File: config.mk
export PLATFORM = sky130hd
export DESIGN_NAME = gate_sweep_bist
export DESIGN_NICKNAME = d
export VERILOG_FILES = /design/src/rtl/gate_sweep_bist.sv
export SDC_FILE = /design/constraint.sdc
export NUM_CORES = 1
export LEC_CHECK = 0
export BUFFER_PORTS_ARGS = -buffer_cell sky130_fd_sc_hd__buf_2
export CORE_MARGIN = 8
export CORE_UTILIZATION = 41
export CTS_CLUSTER_DIAMETER = 150
export DETAILED_ROUTE_END_ITERATION = 10
export SLEW_MARGIN = 20
export SYNTH_ARGS = -nofsm -noshare
export SYNTH_HDL_FRONTEND = slang
export SYNTH_SLANG_ARGS = --single-unit
File: constraint.sdc
create_clock -name i_clk -period 2.4 [get_ports i_clk]
set_input_delay 0.48 -clock i_clk [delete_from_list [all_inputs] [get_ports i_clk]]
set_output_delay 0.48 -clock i_clk [all_outputs]
set_load 0.01 [all_outputs]
File: src/rtl/gate_sweep_bist.sv
// Configurable N-input logic gate with registered output and a truth-table sweep
// engine that checks the gate against an independent reduction-based golden model.
module gate_sweep_bist #(
    parameter int WIDTH = 2,
    parameter int ERR_W = 8
) (
    input  logic             i_clk,
    input  logic             i_rst,
    input  logic [2:0]       i_mode,
    input  logic [WIDTH-1:0] i_in_vec,
    input  logic             i_start,
    input  logic             i_fault_en,
    output logic             o_out,
    output logic [WIDTH-1:0] o_cur_vec,
    output logic             o_busy,
    output logic             o_done,
    output logic             o_pass,
    output logic [ERR_W-1:0] o_err_cnt,
    output logic             o_bad_mode
);
    // state   | meaning
    // S_IDLE  | gate follows i_in_vec and live i_mode; waits for i_start
    // S_SWEEP | applies sweep vector, compares previous vector's out/golden pair
    // S_DRAIN | applies all-ones, compares the last vector's pair
    // S_DONE  | publishes pass, done pulses on the following edge
    typedef enum logic [1:0] {S_IDLE, S_SWEEP, S_DRAIN, S_DONE} state_t;

    localparam logic [WIDTH-1:0] ONES      = '1;
    localparam logic [WIDTH:0]   SWEEP_ONE = (WIDTH+1)'(1);
    localparam logic [ERR_W-1:0] ERR_ONE   = ERR_W'(1);
    localparam logic [ERR_W-1:0] ERR_MAX   = '1;

    state_t           r_state;
    state_t           w_state_nxt;
    logic [WIDTH:0]   r_sweep_vec;
    logic [WIDTH:0]   w_sweep_inc;
    logic [2:0]       r_mode_lat;
    logic [2:0]       w_mode_eff;
    logic [WIDTH-1:0] w_vec;
    logic             w_busy;
    logic             w_compare;
    logic             w_parity;
    logic             w_gate;
    logic             w_gold;
    logic             r_gold;
    logic             w_mismatch;

    assign w_sweep_inc = r_sweep_vec + SWEEP_ONE;
    assign w_mismatch  = (o_out != r_gold);
    assign o_busy      = w_busy;
    assign o_cur_vec   = w_vec;

    always_ff @(posedge i_clk or posedge i_rst) begin
        if (i_rst) r_state <= S_IDLE;
        else       r_state <= w_state_nxt;
    end

    always_comb begin
        w_state_nxt = r_state;
        case (r_state)
            S_IDLE:  if (i_start) w_state_nxt = S_SWEEP;
            S_SWEEP: if (w_sweep_inc[WIDTH]) w_state_nxt = S_DRAIN;
            S_DRAIN: w_state_nxt = S_DONE;
            S_DONE:  w_state_nxt = S_IDLE;
            default: w_state_nxt = S_IDLE;
        endcase
    end

    always_comb begin
        w_busy     = 1'b1;
        w_compare  = 1'b0;
        w_mode_eff = r_mode_lat;
        w_vec      = ONES;
        case (r_state)
            S_IDLE: begin
                w_busy     = 1'b0;
                w_mode_eff = i_mode;
                w_vec      = i_in_vec;
            end
            S_SWEEP: begin
                w_vec     = r_sweep_vec[WIDTH-1:0];
                w_compare = (r_sweep_vec != '0);
            end
            S_DRAIN: w_compare = 1'b1;
            default: ;
        endcase
    end

    always_comb begin
        w_parity = 1'b0;
        for (int i = 0; i < WIDTH; i++) w_parity = w_parity ^ w_vec[i];
    end

    // Gate built from equality/parity terms so it shares no structure with the golden.
    always_comb begin
        w_gate = 1'b0;
        case (w_mode_eff)
            3'd0:    w_gate = (w_vec == ONES);
            3'd1:    w_gate = (w_vec != '0);
            3'd2:    w_gate = (w_vec != ONES);
            3'd3:    w_gate = (w_vec == '0);
            3'd4:    w_gate = w_parity;
            3'd5:    w_gate = ~w_parity;
            default: w_gate = 1'b0;
        endcase
    end

    always_comb begin
        w_gold = 1'b0;
        case (w_mode_eff)
            3'd0:    w_gold = &w_vec;
            3'd1:    w_gold = |w_vec;
            3'd2:    w_gold = ~&w_vec;
            3'd3:    w_gold = ~|w_vec;
            3'd4:    w_gold = ^w_vec;
            3'd5:    w_gold = ~^w_vec;
            default: w_gold = 1'b0;
        endcase
    end

    always_ff @(posedge i_clk or posedge i_rst) begin
        if (i_rst) begin
            o_out       <= 1'b0;
            r_gold      <= 1'b0;
            o_bad_mode  <= 1'b0;
            o_done      <= 1'b0;
            o_pass      <= 1'b0;
            o_err_cnt   <= '0;
            r_mode_lat  <= 3'd0;
            r_sweep_vec <= '0;
        end else begin
            o_out      <= w_gate ^ (i_fault_en & (w_vec == ONES));
            r_gold     <= w_gold;
            o_bad_mode <= w_mode_eff[2] & w_mode_eff[1];
            o_done     <= (r_state == S_DONE);
            case (r_state)
                S_IDLE: begin
                    if (i_start) begin
                        o_err_cnt   <= '0;
                        o_pass      <= 1'b0;
                        r_mode_lat  <= i_mode;
                        r_sweep_vec <= '0;
                    end
                end
                S_SWEEP: r_sweep_vec <= w_sweep_inc;
                S_DONE:  o_pass <= (o_err_cnt == '0);
                default: ;
            endcase
            if (w_compare && w_mismatch && (o_err_cnt != ERR_MAX))
                o_err_cnt <= o_err_cnt + ERR_ONE;
        end
    end
endmodule
* Yosys cells after proc, flatten, opt, wreduce, memory -nomap -nowiden *
Cells that the tools add are included.

word-level totals
  bits in registers = 21
  input port bits = 9
  output and inout port bits = 15
  logic and storage cells = 69

operators by class
  $add $sub $neg = 2
  equality and inequality tests = 14
  multiplexer cells = 16
  bitwise operators = 5
  reductions and logical operators = 23

operators by type and width
  kind                                                                    number
  8-bit two-way mux                                                       3
  1-bit case mux with 6 select lines                                      2
  2-bit AND reduction                                                     6
  2-bit nonzero test                                                      5
  8-bit by 1-bit adder with 8-bit output (second input constant)          1
  8-bit zero test                                                         1
  8-bit != test (second input constant)                                   1
  2-bit case mux with 4 select lines                                      1
  2-bit equality test (second input constant)                             3
  3-bit by 2-bit equality test with 1-bit output (second input constant)  2
  3-bit equality test (second input constant)                             2
  3-bit two-way mux                                                       2
  2-bit != test (second input constant)                                   3
  3-bit case mux with 2 select lines                                      1
  2-bit zero test                                                         2
  2-bit two-way mux                                                       2
  1-bit case mux with 2 select lines                                      2
  2-bit case mux with 2 select lines                                      1
  3-bit by 1-bit adder with 3-bit output (second input constant)          1
  3-bit by 1-bit equality test with 1-bit output (second input constant)  1
  3-bit zero test                                                         1
  3-bit nonzero test                                                      1
  1-bit bitwise AND                                                       2
  2-bit by 1-bit equality test with 1-bit output (second input constant)  1
  9 further kinds                                                         13

* Logic depth before layout (Yosys ltp) *
  depth after elaboration = 6
  gate-level depth with buffers = 8
  depth with buffers taken out = 7

* Worst setup path after synthesis *
Ideal clock, no wire load.

  kind = register to register
  from = register o_err_cnt[0]
  to = register o_err_cnt[7]
  library setup time = 0.121 ns
  arrival = 1.985 ns
  required time = 2.279 ns
  setup slack = 0.294 ns
  cell stages (with the launch flop) = 7
  buffers on the path = 0
  clock period less this slack = 2.106 ns
  cells stage by stage = dfrtp_1 -> ha_1 -> and3_4 -> and3_4 -> a311oi_4 -> mux2_2 -> a22o_2

on the way
  cells in the longest elaborated chain, start to end = 4

RTL lines
  item                                                                                            line  source
  from (decl)                                                                                     18    output logic [ERR_W-1:0] o_err_cnt,
  from (signal assigned)                                                                          150   o_err_cnt <= o_err_cnt + ERR_ONE;
  parallel branches: the longest is 4 deep, another holds 8-bit by 1-bit adder with 8-bit output  n/a

Parallel ways; which one is timed is not known.
A chain may end at the register's enable or synchronous reset.

* Final worst setup path *
  from = register r_state[0]
  to = register o_out

on the way
  cells in the longest elaborated chain, start to end = 6

RTL lines
  item                                                                                      line  source
  from (decl)                                                                               33    state_t r_state;
  from (signal assigned)                                                                    55    else r_state <= w_state_nxt;
  2-bit by 1-bit equality test with 1-bit output / 2-bit zero test (equally long branches)  74    case (r_state)
  2-bit case mux with 2 select lines                                                        74
  1-bit XOR                                                                                 91    for (int i = 0; i < WIDTH; i++) w_parity = w_parity ^ w_vec[i];
  1-bit NOT                                                                                 103   3'd5: w_gate = ~w_parity;
  1-bit case mux with 6 select lines                                                        97    case (w_mode_eff)
  1-bit XOR *                                                                               132   o_out <= w_gate ^ (i_fault_en & (w_vec == ONES));
  to (signal assigned)                                                                      132
  to (decl)                                                                                 13    output logic o_out,

Mark *: on every way between the ends. The rest lies on a longest branch, timed or not.

==> impl_metrics.yaml <==
power_and_ir_drop:
  p_per_area_mw_per_mm2: 1360
  p_total_mw: 2.14
  ir_drop_mv: 0.401
  power_leakage_nw: 0.719
timing:
  period_needed_ns: 2.25
  rsz0062_at_grt: "no"
  whs_ns: 0.311
  finalCritPeriodShare_pct: 93.8
  finalHoldViolCount: 0
  report.final.setup_viol: 0
  worst_slew_pin_slew_ns: 0.833
  fmax_ghz: 0.444
  relSlewSlack_pct: 44.4
  setup_slack_ns: 0.148
  clock_skew_ns: 0.0146
  finalMaxSlewViolations: 0
finish:
  diodes: 0
  drive_above_1_share_pct: 30.0
  fin_nets: 180
  syn2layout_area_growth_pct: 14.4
min_path:
  worstHoldPathType: "primary input to asynchronous set/reset pin"
floorplan:
  io_pins: 24
  die_area_sq_mm: 0.00546
  die_w_um: 73.9
  rows: 21
  coreArea_sq_mm: 0.00328
  initial_utilization_pct: 41.9
  die_h_um: 73.9
worst_setup_path:
  path_max_fanout: 8
  required_ns: 2.63
  rrSetupSlack_ns: 0.15
  worstSetupPathType: "flop to flop"
  critPathLaunchType: "flop"
  worstSetupEndpointType: "flop"
  cp.arrival_ns: 2.48
synthesis:
  yosysMostFrequentCell: "dfrtp_1"
  ys_async_sr_fraction_pct: 100
  synth_fa_ha_area_share_pct: 9.10
  synth_simple_gate_area_share_pct: 14.2
  yosysTopAreaCellShare_pct: 38.2
  synth_top_family_by_area: "compound AO/OA/AOI/OAI gates"
  ys_warn_count: 0
  synth-edff-count: 0
  syn_nets: 155
  syn_avg_cell_area_sq_um: 10.1
  synth_mux_area_share_pct: 11.8
  synth.distinct_cells: 37
  synth.yosys.seq_area_share_pct: 38.2
  synthTopCellsByArea: "dfrtp_1 38%, ha_1 9.1%, mux2_2 6.6%, nand2_1 4.4%, inv_1 3.5%"
  synth-main-ff-cell: "dfrtp_1"
  yosysTopAreaCell: "dfrtp_1"
  syn_inst: 136
  synth_compound_gate_area_share_pct: 16.9
  synth-seq-cells: 21
  syn_area_sq_mm: 0.00138
  yosys.area_share.xor_xnor_pct: 3.82
  netlist_top_cells_count: "21 x dfrtp_1, 16 x nand2_1, 13 x inv_1"
run_status:
  outcome: "finished, final reports clean"
global_route:
  gr-total-overflow: 0
  grt_pass1_vias: 1097
  antenna_found_initial: 0
  grt_max_degree: 22
  grt_pass1_wl_um: 5110
  grt_usage_pct: 11.8
route:
  firstDrtPassIters: 4
  drt_iter0_drc: 65
  routedWlPerCell_um: 14.8
  drt_wl_total_um: 3060
  via_per_inst: 5.21
  drc: 0
  antenna_left: 0
  dr_total_vias: 1073
clocking:
  htreeDepth: 1
  cts_buffers: 3
  cts-root-buf: "clkbuf_4"
  clk-insertion-delay-late_ns: 0.31
  clkTransAtPathRegs_ns: 0.13
  cts_tree: "yes"
  cts_buffer_depth: 2
  cts.sinks: 21
placement:
  place_congestion: 0.923
  place.detailed.hpwl_um: 2410
  port_buffers: 23
  dp_worst_setup_slack_ns: -0.00843
run:
  maxCapViolations: 0
==> cell families after synthesis <==
| family | after synthesis |
|---|---|
| AOI/OAI and AO/OA | 29 |
| muxes | 14 |
| xor gates and xnor gates | 6 |
| buffers and inverters | 17 |
| and+or+nand+nor | 39 |
| DFF | 21 |
| adders and majority gates | 10 |
==> layout by cell type, fill, tap and decap left out, drive strengths merged, types with 2 or more instances in the layout <==
cell type,synthesis,final
a21oi,4,4
and2,2,2
nor2,7,7
a22o,4,4
o31ai,2,2
ha,10,10
dfrtp,21,21
mux2i,5,5
nand3,6,6
clkbuf,1,4
nand2,16,16
and3,2,2
mux2,9,9
a211oi,2,2
buf,3,24
nor4b,2,2
nor3,2,2
xnor2,5,5
o211ai,4,4
o21ai,4,4
inv,13,13
==> critical path: stages (launching register included) <==
cell       delay [ns]
dfrtp_1          0.46
inv_1            0.16
ha_2             0.35
mux2i_2          0.42
nand2_1          0.10
a2111oi_1        0.41
a211o_2          0.18
xnor2_1          0.10
==> sequential cells by signal, indices dropped and copies added (netlist names) <==
register and count:
r_state 2, r_gold 1, r_mode_lat 3, o_out 1
o_bad_mode 1, o_done 1, o_pass 1, o_err_cnt 8
r_sweep_vec 3
==> where the power goes <==
part	internal [mW]	switching (mW)	total (mW)
clock	0.0647	0.111	0.176
sequential	0.492	0.136	0.629
combinational	0.611	0.723	1.33
==> layer usage <==
metal	vias to the layer above	wire length (um)	global-route usage [%]
met2	28	1470	19.4
met3	2	208	3.41
met4	0	19	3.99
li1	533	-	-
met1	510	1360	14.4
met5	-	0	0
==> cell type report <==
| class | count | area, sq um |
|---|---|---|
| Clock buffer | 4 | 26.3 |
| Fill cell | 319 | 1710 |
| Inverter | 13 | 48.8 |
| Multi-Input combinational cell | 98 | 792 |
| Sequential cell | 21 | 526 |
| Tap cell | 46 | 57.6 |
| Timing Repair Buffer | 24 | 123 |
==> per-stage QoR <==
step           setup TNS (ns)  std cells  cell area (sq um)  util [%]
6_report                    0        206               1570      47.9
5_1_grt                     0        206               1570      47.9
4_1_cts                     0        206               1550      47.2
3_5_place_dp         -0.00843        202               1520      46.4
3_3_place_gp                0        202               1520      46.4
2_1_floorplan               0        136               1380         -
==> timing repair <==
action                     CTS  global route
setup endpoints to repair    1             3
setup buffers                0             0
gates resized for setup      1             5
hold buffers                 0             0
gates cloned                 0             0
==> worst paths after layout <==
check,startpoint,to,cells past startpoint
setup / recovery,r_state[0],o_out,7
hold / removal,i_rst,o_err_cnt[1],2
setup reg to reg,r_state[0],o_out,7
hold reg to reg,o_pass,o_pass,2
max in group asynchronous,i_rst,r_gold,2
min in group i_clk,i_mode[0],r_mode_lat[0],2
(Power assumes the default switching activity.)
